--- config.mk ---
export PLATFORM = sky130hd
export DESIGN_NAME = mem_bus_arbiter
export DESIGN_NICKNAME = d
export VERILOG_FILES = /design/src/rtl/mem_bus_arbiter.sv
export SDC_FILE = /design/constraint.sdc
export NUM_CORES = 1
export LEC_CHECK = 0
export ABC_AREA = 1
export CAP_MARGIN = 20
export CELL_PAD_IN_SITES_DETAIL_PLACEMENT = 1
export CELL_PAD_IN_SITES_GLOBAL_PLACEMENT = 1
export CORE_ASPECT_RATIO = 1.75
export CORE_UTILIZATION = 30
export CTS_CLUSTER_DIAMETER = 120
export CTS_CLUSTER_SIZE = 30
export DETAILED_ROUTE_END_ITERATION = 8
export PLACE_DENSITY_LB_ADDON = 0.1
export SKIP_LAST_GASP = 1
export SYNTH_ARGS = -nofsm -noshare
export SYNTH_HDL_FRONTEND = slang
export SYNTH_SLANG_ARGS = --single-unit
--- constraint.sdc ---
create_clock -name clk -period 4.32 [get_ports clk]
set_input_delay 0.864 -clock clk [delete_from_list [all_inputs] [get_ports clk]]
set_output_delay 0.864 -clock clk [all_outputs]
set_load 0.01 [all_outputs]
--- src/rtl/mem_bus_arbiter.sv ---
// mem_bus_arbiter: two-requester round-robin arbiter onto one synchronous
// request/response memory bus. A single downstream transaction is in flight
// at a time. The winner's address, write data, strobe and operation are
// registered at grant, so the downstream bus stays stable for the whole access.
// Optional build macro MEM_ARB_TIMEOUT_EN: abort a downstream access that has
// not completed after TIMEOUT_CYCLES. The requester then gets 0xDEADBEEF and
// the sticky timeout_error flag is set.
module mem_bus_arbiter #(
  parameter int ADDR_WIDTH     = 32,
  parameter int DATA_WIDTH     = 32,
  parameter int TIMEOUT_CYCLES = 1024
) (
  input  logic                      clk,
  input  logic                      reset,
  input  logic                      s0_read_request,
  input  logic                      s0_write_request,
  input  logic [ADDR_WIDTH-1:0]     s0_address,
  input  logic [DATA_WIDTH-1:0]     s0_write_data,
  input  logic [DATA_WIDTH/8-1:0]   s0_write_strobe,
  output logic [DATA_WIDTH-1:0]     s0_read_data,
  output logic                      s0_read_response,
  output logic                      s0_write_response,
  input  logic                      s1_read_request,
  input  logic                      s1_write_request,
  input  logic [ADDR_WIDTH-1:0]     s1_address,
  input  logic [DATA_WIDTH-1:0]     s1_write_data,
  input  logic [DATA_WIDTH/8-1:0]   s1_write_strobe,
  output logic [DATA_WIDTH-1:0]     s1_read_data,
  output logic                      s1_read_response,
  output logic                      s1_write_response,
  output logic                      m_read_request,
  output logic                      m_write_request,
  output logic [ADDR_WIDTH-1:0]     m_address,
  output logic [DATA_WIDTH-1:0]     m_write_data,
  output logic [DATA_WIDTH/8-1:0]   m_write_strobe,
  input  logic [DATA_WIDTH-1:0]     m_read_data,
  input  logic                      m_read_response,
  input  logic                      m_write_response,
  output logic                      busy,
  output logic                      timeout_error
);

  localparam int STRB_WIDTH = DATA_WIDTH / 8;

  // Elaboration-time sanity checks on the configuration.
  if (TIMEOUT_CYCLES < 1) begin : g_bad_timeout
    $error("mem_bus_arbiter: TIMEOUT_CYCLES must be at least 1");
  end
  if ((DATA_WIDTH % 8) != 0) begin : g_bad_width
    $error("mem_bus_arbiter: DATA_WIDTH must be a multiple of 8");
  end

  typedef enum logic [1:0] {
    ST_IDLE  = 2'd0,
    ST_ISSUE = 2'd1,
    ST_RESP  = 2'd2
  } state_t;

  state_t                state_q, state_d;
  logic                  last_grant_q, last_grant_d;
  logic                  gnt_q, gnt_d;
  logic                  op_wr_q, op_wr_d;
  logic                  m_rd_req_q, m_rd_req_d;
  logic                  m_wr_req_q, m_wr_req_d;
  logic [ADDR_WIDTH-1:0] m_addr_q, m_addr_d;
  logic [DATA_WIDTH-1:0] m_wdata_q, m_wdata_d;
  logic [STRB_WIDTH-1:0] m_strb_q, m_strb_d;
  logic [DATA_WIDTH-1:0] s0_rdata_q, s0_rdata_d;
  logic [DATA_WIDTH-1:0] s1_rdata_q, s1_rdata_d;
  logic                  s0_rd_rsp_q, s0_rd_rsp_d;
  logic                  s0_wr_rsp_q, s0_wr_rsp_d;
  logic                  s1_rd_rsp_q, s1_rd_rsp_d;
  logic                  s1_wr_rsp_q, s1_wr_rsp_d;

  logic                  req0, req1;
  logic                  win;
  logic                  win_wr;
  logic                  done;
  logic                  expire;
  logic [DATA_WIDTH-1:0] rdata_ret;

  // Request decode, round-robin winner selection and completion detect.
  // A tie goes to the port that was not granted last; a port with both read
  // and write raised presents its write first.
  always_comb begin
    req0 = s0_read_request | s0_write_request;
    req1 = s1_read_request | s1_write_request;
    if (req0 && req1) begin
      win = ~last_grant_q;
    end else begin
      win = req1;
    end
    win_wr = win ? s1_write_request : s0_write_request;
    // Only the response type matching the issued op completes it.
    done   = op_wr_q ? m_write_response : m_read_response;
  end

`ifdef MEM_ARB_TIMEOUT_EN
  localparam int          CNT_W           = $clog2(TIMEOUT_CYCLES + 1);
  localparam logic [31:0] TIMEOUT_PATTERN = 32'hDEADBEEF;

  logic [CNT_W-1:0] cnt_q, cnt_d;
  logic             timeout_err_q, timeout_err_d;

  // 0xDEADBEEF repeated (or truncated) to fill DATA_WIDTH.
  function automatic logic [DATA_WIDTH-1:0] timeout_fill();
    logic [DATA_WIDTH-1:0] fill;
    for (int i = 0; i < DATA_WIDTH; i++) begin
      fill[i] = TIMEOUT_PATTERN[i % 32];
    end
    return fill;
  endfunction

  // Wait counter: cleared in IDLE, counts ISSUE cycles without completion.
  // The abort fires in the ISSUE cycle where the count reaches TIMEOUT_CYCLES.
  always_comb begin
    cnt_d         = cnt_q;
    timeout_err_d = timeout_err_q;
    expire        = 1'b0;
    if (state_q == ST_IDLE) begin
      cnt_d = '0;
    end else if ((state_q == ST_ISSUE) && !done) begin
      if (cnt_q == CNT_W'(TIMEOUT_CYCLES)) begin
        expire        = 1'b1;
        timeout_err_d = 1'b1;
      end else begin
        cnt_d = cnt_q + CNT_W'(1);
      end
    end
    rdata_ret = done ? m_read_data : timeout_fill();
  end

  // Timeout counter and sticky error flag; only reset clears the flag.
  always_ff @(posedge clk) begin
    if (reset) begin
      cnt_q         <= '0;
      timeout_err_q <= 1'b0;
    end else begin
      cnt_q         <= cnt_d;
      timeout_err_q <= timeout_err_d;
    end
  end

  assign timeout_error = timeout_err_q;
`else
  // Without the timeout option the arbiter waits for the downstream forever.
  always_comb begin
    expire    = 1'b0;
    rdata_ret = m_read_data;
  end

  assign timeout_error = 1'b0;
`endif

  // FSM next-state, grant latching, downstream request and requester responses.
  always_comb begin
    state_d      = state_q;
    last_grant_d = last_grant_q;
    gnt_d        = gnt_q;
    op_wr_d      = op_wr_q;
    m_rd_req_d   = m_rd_req_q;
    m_wr_req_d   = m_wr_req_q;
    m_addr_d     = m_addr_q;
    m_wdata_d    = m_wdata_q;
    m_strb_d     = m_strb_q;
    s0_rdata_d   = s0_rdata_q;
    s1_rdata_d   = s1_rdata_q;
    s0_rd_rsp_d  = 1'b0;
    s0_wr_rsp_d  = 1'b0;
    s1_rd_rsp_d  = 1'b0;
    s1_wr_rsp_d  = 1'b0;

    case (state_q)
      ST_IDLE: begin
        if (req0 || req1) begin
          gnt_d        = win;
          last_grant_d = win;
          op_wr_d      = win_wr;
          m_addr_d     = win ? s1_address    : s0_address;
          m_wdata_d    = win ? s1_write_data : s0_write_data;
          m_strb_d     = win ? s1_write_strobe : s0_write_strobe;
          m_wr_req_d   = win_wr;
          m_rd_req_d   = ~win_wr;
          state_d      = ST_ISSUE;
        end
      end

      ST_ISSUE: begin
        if (done || expire) begin
          m_rd_req_d = 1'b0;
          m_wr_req_d = 1'b0;
          state_d    = ST_RESP;
          if (op_wr_q) begin
            if (gnt_q) begin
              s1_wr_rsp_d = 1'b1;
            end else begin
              s0_wr_rsp_d = 1'b1;
            end
          end else if (gnt_q) begin
            s1_rd_rsp_d = 1'b1;
            s1_rdata_d  = rdata_ret;
          end else begin
            s0_rd_rsp_d = 1'b1;
            s0_rdata_d  = rdata_ret;
          end
        end
      end

      // Response pulse is visible for this single cycle.
      ST_RESP: begin
        state_d = ST_IDLE;
      end

      default: begin
        state_d = ST_IDLE;
      end
    endcase
  end

  // State and output registers; reset abandons any transaction in flight.
  always_ff @(posedge clk) begin
    if (reset) begin
      state_q      <= ST_IDLE;
      last_grant_q <= 1'b1;
      gnt_q        <= 1'b0;
      op_wr_q      <= 1'b0;
      m_rd_req_q   <= 1'b0;
      m_wr_req_q   <= 1'b0;
      m_addr_q     <= '0;
      m_wdata_q    <= '0;
      m_strb_q     <= '0;
      s0_rdata_q   <= '0;
      s1_rdata_q   <= '0;
      s0_rd_rsp_q  <= 1'b0;
      s0_wr_rsp_q  <= 1'b0;
      s1_rd_rsp_q  <= 1'b0;
      s1_wr_rsp_q  <= 1'b0;
    end else begin
      state_q      <= state_d;
      last_grant_q <= last_grant_d;
      gnt_q        <= gnt_d;
      op_wr_q      <= op_wr_d;
      m_rd_req_q   <= m_rd_req_d;
      m_wr_req_q   <= m_wr_req_d;
      m_addr_q     <= m_addr_d;
      m_wdata_q    <= m_wdata_d;
      m_strb_q     <= m_strb_d;
      s0_rdata_q   <= s0_rdata_d;
      s1_rdata_q   <= s1_rdata_d;
      s0_rd_rsp_q  <= s0_rd_rsp_d;
      s0_wr_rsp_q  <= s0_wr_rsp_d;
      s1_rd_rsp_q  <= s1_rd_rsp_d;
      s1_wr_rsp_q  <= s1_wr_rsp_d;
    end
  end

  assign m_read_request    = m_rd_req_q;
  assign m_write_request   = m_wr_req_q;
  assign m_address         = m_addr_q;
  assign m_write_data      = m_wdata_q;
  assign m_write_strobe    = m_strb_q;
  assign s0_read_data      = s0_rdata_q;
  assign s1_read_data      = s1_rdata_q;
  assign s0_read_response  = s0_rd_rsp_q;
  assign s0_write_response = s0_wr_rsp_q;
  assign s1_read_response  = s1_rd_rsp_q;
  assign s1_write_response = s1_wr_rsp_q;
  assign busy              = (state_q == ST_ISSUE) || (state_q == ST_RESP);

endmodule

==> results.py <==
metrics = {
    "clock_tree": {
        "clk_pin_slew_ns": 0.06,
        "htreeDepth": 4,
        "cts_root_buf": "clkbuf_16",
        "clockBufferDepth": 2,
        "clock-sinks": 143,
        "ctsResizeCount": 0,
        "cts_buffers": 17,
        "cts_tree": "yes",
        "cts_setup_buffers": 0,
        "clk_latency_ns": 0.43,
        "cts-hold-fix-buffers": 0,
    },
    "grt": {
        "antenna_found_initial": 1,
        "grt_max_degree": 77,
        "grt_pass1_vias": 6849,
        "grt_remaining_overflow": 0,
        "grt_pass1_wl_um": 34730,
        "track_usage": 0.2026,
    },
    "min_path": {
        "min_path_type": "reg2reg",
    },
    "detailed_routing": {
        "drc": 0,
        "firstDrtPassIters": 4,
        "maxUsedRoutingLayer": "met4",
        "wl_met1_um": 7980,
        "ant_nets": 0,
        "route.met3.wl_um": 1708,
        "wl_um": 22240,
        "drt_iter0_drc": 308,
        "dr_wl_met2_um": 11850,
        "via_per_inst": 4.597,
        "avgRoutedWirePerCell_um": 15.11,
        "vias": 6767,
    },
    "synthesis": {
        "synth_nets": 1104,
        "synth_top_area_cell": "dfxtp_1",
        "avgSynthCellArea_um2": 6.995,
        "synth-seq-cells": 143,
        "ys_warn_count": 0,
        "async_flop_share": 0,
        "yosysMostFrequentCell": "nand2_1",
        "synth.top_cell.area_share": 0.4429,
        "synth_edf_count": 0,
        "synth_cell_types": 27,
        "seq_area_frac_synth": 0.4429,
        "synth_cells": 924,
        "synthTopCellsByCount": "nand2_1 (217), nor2_1 (204), dfxtp_1 (143)",
        "synthFlopType": "dfxtp_1",
        "syn_area_mm2": 0.006464,
        "synth_area_leaders": "dfxtp_1 (44%), nand2_1 (13%), nor2_1 (12%)",
    },
    "sta": {
        "holdWs_ns": 0.4399,
        "tns_ns": 0,
        "final_max_slew_viol_count": 0,
        "period_needed_ns": 2.583,
        "fin_crit_sh": 0.5980,
        "final.setup_skew_ns": 0.007972,
        "fmax_mhz": 387.1,
        "setup_viol": 0,
        "hold_viol": 0,
        "tightest_slew_ns": 0.8822,
        "grt_setup_unrepaired": "no",
        "maxSlewHeadroom": 0.4119,
    },
    "final_layout": {
        "register_area_mm2": 0.002863,
        "areaGrowthSynthToFinish_pct": 58.07,
        "layout.nets": 1386,
        "drive_above_1_share": 0.07383,
        "fill_cells": 2647,
        "multi_input_area_mm2": 0.002806,
    },
    "setup_path": {
        "start_kind": "register",
        "end_kind": "output port",
        "critPathTopFamily": "buffers and inverters",
        "max_stage_delay_ns": 0.56,
        "critPathBufInv": 2,
        "critPathKind": "reg2out",
        "arrival_ns": 1.72,
        "crit_slowest_cell": "clkdlybuf4s50_1",
        "critPathRequiredTime_ns": 3.46,
        "path_max_fanout": 3,
        "path_cells": "inv_1 > ha_1 > clkdlybuf4s50_1",
    },
    "power": {
        "vdd_drop_max_v": 0.0003500,
        "power.total_w": 0.006169,
        "p_leak_nw": 4.648,
        "p_per_area_mw_per_mm2": 603.8,
    },
    "die": {
        "die_w_um": 113.0,
        "fp-row-count": 70,
        "start_util": 0.3075,
        "num_io_pins": 316,
        "core_area_mm2": 0.02102,
        "die-area_mm2": 0.02216,
        "chipHeight_um": 196.2,
    },
    "placed_design": {
        "gp_congestion": 0.7742,
        "port_buffers": 314,
        "dp_hpwl_um": 15790,
    },
    "outcome": {
        "status": "finished, final reports clean",
    },
    "flow_run": {
        "maxCapViolCount": 0,
    },
}
report_power, final:
group,internal [W],total (W),switching [W]
sequential,0.00171,0.00191,0.000203
combinational,0.00125,0.00275,0.00150
clock,0.000906,0.00150,0.000596
total,0.00387,0.00617,0.00230
final timing paths:
check | from | end | slack, ns | cells after the start
min reg2reg | s1_read_data[13] | s1_read_data[13] | 0.44 | 2
max reg2reg | state_q[1] | m_write_data[22] | 2.27 | 8
max | state_q[0] | busy | 1.74 | 3
min | s1_read_data[13] | s1_read_data[13] | 0.44 | 2
sequential cells by signal, summed over array words and instances, names as in the netlist, 2 cells and up:
name            flops
state_q             2
s0_read_data       32
m_write_strobe      4
m_write_data       32
s1_read_data       32
m_address          32
cells in the final DEF, fill, tap and decap left out, drive strengths merged, types with 3 or more instances in the layout:
master	n
nand3	73
inv	111
clkinv	7
clkbuf	18
buf	8
clkinvlp	3
clkdlybuf4s50	313
a21oi	38
bufinv	3
dfxtp	143
o21ai	68
ha	4
nand2	219
nor2	205
cells by family after synthesis:
kind of cell	after synthesis	synth area share
compound gates	106	0.08266
fa+ha+maj	4	0.007743
buf+inv	168	0.1229
flops	143	0.4429
other cells	1	0.0005802
simple gates	502	0.3432
metrics by stage:
stage,util,std cells,area (um2),setup slack [ns]
global route,0.4861,1472,10220,1.643
detailed placement,0.4576,1439,9618,1.381
floorplan,-,924,6464,2.572
CTS,0.4860,1471,10210,1.715
finish,0.4861,1472,10220,1.737
global placement,0.4576,1439,9618,1.436
routing by layer:
| layer | vias to the layer above | GRT usage |
|---|---|---|
| li1 | 3380 | - |
| met2 | 206 | 0.3813 |
| met3 | 34 | 0.08001 |
| met1 | 3147 | 0.1904 |
| met5 | - | 0 |
| met4 | 0 | 0.08869 |
layout make-up:
cell class | count | area share
antenna | 1 | 0.0002449
sequential | 143 | 0.2802
clock buffer | 18 | 0.04200
timing repair buffer | 321 | 0.3147
multi-input combinational | 613 | 0.2747
inverter | 110 | 0.04090
tap | 252 | 0.03086
clock inverter | 14 | 0.01641
worst register-to-register path: cells and delay by family (launching register included):
family	cells	cell delay, ns
buffers and inverters	4	1.06
adder cells (fa/ha/maj)	1	0.29
AND/OR/NAND/NOR	3	0.31
flip-flops	1	0.30
Power figures use the tool's default switching activity.
==> RTL change, RTL diff (same settings) <==
Add a define of `MEM_ARB_TIMEOUT_EN`.
--- a/src/rtl/mem_bus_arbiter.sv
+++ b/src/rtl/mem_bus_arbiter.sv
@@ -5,6 +5,8 @@
 // Optional build macro MEM_ARB_TIMEOUT_EN: abort a downstream access that has
 // not completed after TIMEOUT_CYCLES. The requester then gets 0xDEADBEEF and
 // the sticky timeout_error flag is set.
+`define MEM_ARB_TIMEOUT_EN
+
 module mem_bus_arbiter #(
   parameter int ADDR_WIDTH     = 32,
   parameter int DATA_WIDTH     = 32,
Formal check against the unedited RTL: same outputs for any inputs over 4 cycles, from zero or initial values and one cycle with reset high; that may be too few to reach the edited logic, so the function may still have changed.
==> RTL change against the unedited design <==
- total power down 12%
- wire length grew 21%
- sequential share of layout area down 0.86 points
- area after synthesis up 17%
- worst hold slack improved by 0.031 ns
- worst setup slack lost 0.041 ns
- sequential cell count increased by 12
- final area up 12%
- critical path type unchanged
==> RTL change: results (changes against the unedited design) <==
\begin{tabular}{lr}
\hline
Metric & Value \\
\hline
\multicolumn{2}{l}{\textbf{Power}} \\
Logic power comb & 0.00218 W (was 0.00275 W) \\
Power Internal & 0.003476 W (was 0.003865 W) \\
Lkg Pwr & 5.220 nW (was 4.648 nW) \\
Part of the total power dissipated in the clock network & 0.254 (was 0.244) \\
\multicolumn{2}{l}{\textbf{Layout}} \\
Net count, final & 1607 (was 1386) \\
Ant diodes & 0 (was 1) \\
Fill cells & 3162 (was 2647) \\
Share of layout cells above drive strength 1 & 0.03552 (was 0.07383) \\
\multicolumn{2}{l}{\textbf{Hold path}} \\
Critical hold path startpoint & state\_q[1] (was s1\_read\_data[13]) \\
\multicolumn{2}{l}{\textbf{Synthesis}} \\
Synth Area in Adders & 0.008267 (was 0.007743) \\
Synthesized-area fraction occupied by ao, oa, aoi and oai cells & 0.08135 (was 0.08266) \\
Top cells by area in the synthesized netlist & sky130\_fd\_sc\_hd\_\_dfxtp\_1, sky130\_fd\_sc\_hd\_\_nand2\_1, sky130\_fd\_sc\_hd\_\_inv\_1 (was sky130\_fd\_sc\_hd\_\_dfxtp\_1, sky130\_fd\_sc\_hd\_\_nand2\_1, sky130\_fd\_sc\_hd\_\_nor2\_1) \\
Number of distinct library cell variants in the gate-level netlist after synthesis & 23 (was 27) \\
Net count of the mapped netlist & 1334 (was 1104) \\
Commonest cells post-synth & sky130\_fd\_sc\_hd\_\_nand2\_1, sky130\_fd\_sc\_hd\_\_inv\_1, sky130\_fd\_sc\_hd\_\_dfxtp\_1, sky130\_fd\_sc\_hd\_\_nor2\_1, sky130\_fd\_sc\_hd\_\_nand3\_1 (was sky130\_fd\_sc\_hd\_\_nand2\_1, sky130\_fd\_sc\_hd\_\_nor2\_1, sky130\_fd\_sc\_hd\_\_dfxtp\_1, sky130\_fd\_sc\_hd\_\_inv\_1, sky130\_fd\_sc\_hd\_\_o21ai\_0) \\
\multicolumn{2}{l}{\textbf{Setup path}} \\
Reg2reg start & cnt\_q[0] (was state\_q[1]) \\
Worst reg2reg endpoint & s0\_read\_data[14] (was m\_write\_data[22]) \\
Internal reg-to-reg setup slack & 1.89 ns (was 2.27 ns) \\
FF-to-FF path depth & 11 (was 8) \\
\multicolumn{2}{l}{\textbf{STA}} \\
Hold WS & 0.4710 ns (was 0.4399 ns) \\
\multicolumn{2}{l}{\textbf{GRT}} \\
Initial antenna violation count & 0 (was 1) \\
Total GRT Usage & 0.2091 (was 0.2026) \\
Global-route wire length before repair & 41.95 mm (was 34.73 mm) \\
Largest net degree at the start of global routing & 70 (was 77) \\
\multicolumn{2}{l}{\textbf{Drt}} \\
Count of routing violations after the opening detailed-route iteration & 377 (was 308) \\
Final WL & 26.89 mm (was 22.24 mm) \\
Via count of the routed design & 8105 (was 6767) \\
\multicolumn{2}{l}{\textbf{Place}} \\
Placed instance area & 10900 um\^{}2 (was 9618 um\^{}2) \\
Post-Place Setup Slack & 1.295 ns (was 1.381 ns) \\
\multicolumn{2}{l}{\textbf{Outcome}} \\
Run status & completed (unchanged) \\
\hline
\end{tabular}
==> RTL change: area by class of cell <==
| class | instances | area, um^2 | share of cell area |
|---|---|---|---|
| Sequential cell | 155 | 3103 | 0.2716 |
| Timing Repair Buffer | 328 | 3276 | 0.2867 |
| Clock inverter | 2 | 10.01 | 0.0008761 |
| Multi-Input combinational cell | 694 | 3264 | 0.2857 |
| Inverter | 230 | 868.3 | 0.07600 |
| Tap cell | 312 | 390.4 | 0.03417 |
| Clock buffer | 27 | 513.0 | 0.04490 |
==> RTL change: tightest hold or removal path: stages, from the launching register on <==
cell,delay [ns]
sky130_fd_sc_hd__dfxtp_1,0.31
sky130_fd_sc_hd__nand2_1,0.06
sky130_fd_sc_hd__a21oi_1,0.05
==> RTL change: cells by family after synthesis <==
family | after synthesis
flip-flops | 155
AND/OR/NAND/NOR | 598
buffers and inverters | 304
AO/OA/AOI/OAI | 88
adder cells (fa/ha/maj) | 5
XOR/XNOR | 3
==> RTL change: layer usage <==
metal	wire [um]	vias to the layer above	GRT usage
li1	-	4116	-
met1	10070	3740	0.2119
met2	14150	221	0.3873
met3	2027	28	0.07108
met4	632	0	0.07738
met5	0	-	0
==> RTL change: through the flow <==
step / instances / total power (W)
after floorplan: 1153 / 0.003071
after detailed placement: 1719 / 0.004115
after CTS: 1748 / 0.005540
after global routing: 1748 / 0.005812
after global placement: 1719 / 0.004077
final: 1748 / 0.005438
==> RTL change: worst max-delay path by stage <==
stage                startpoint                to  slack (ns)
2_1_floorplan   s1_read_request  m_write_data[12]        2.42
4_1_cts              state_q[0]              busy        1.63
6_report             state_q[0]              busy        1.70
3_3_place_gp   s0_write_request  m_write_data[13]        1.37
5_1_grt        s0_write_request  m_write_data[18]        1.55
3_5_place_dp   s0_write_request  m_write_data[13]        1.30
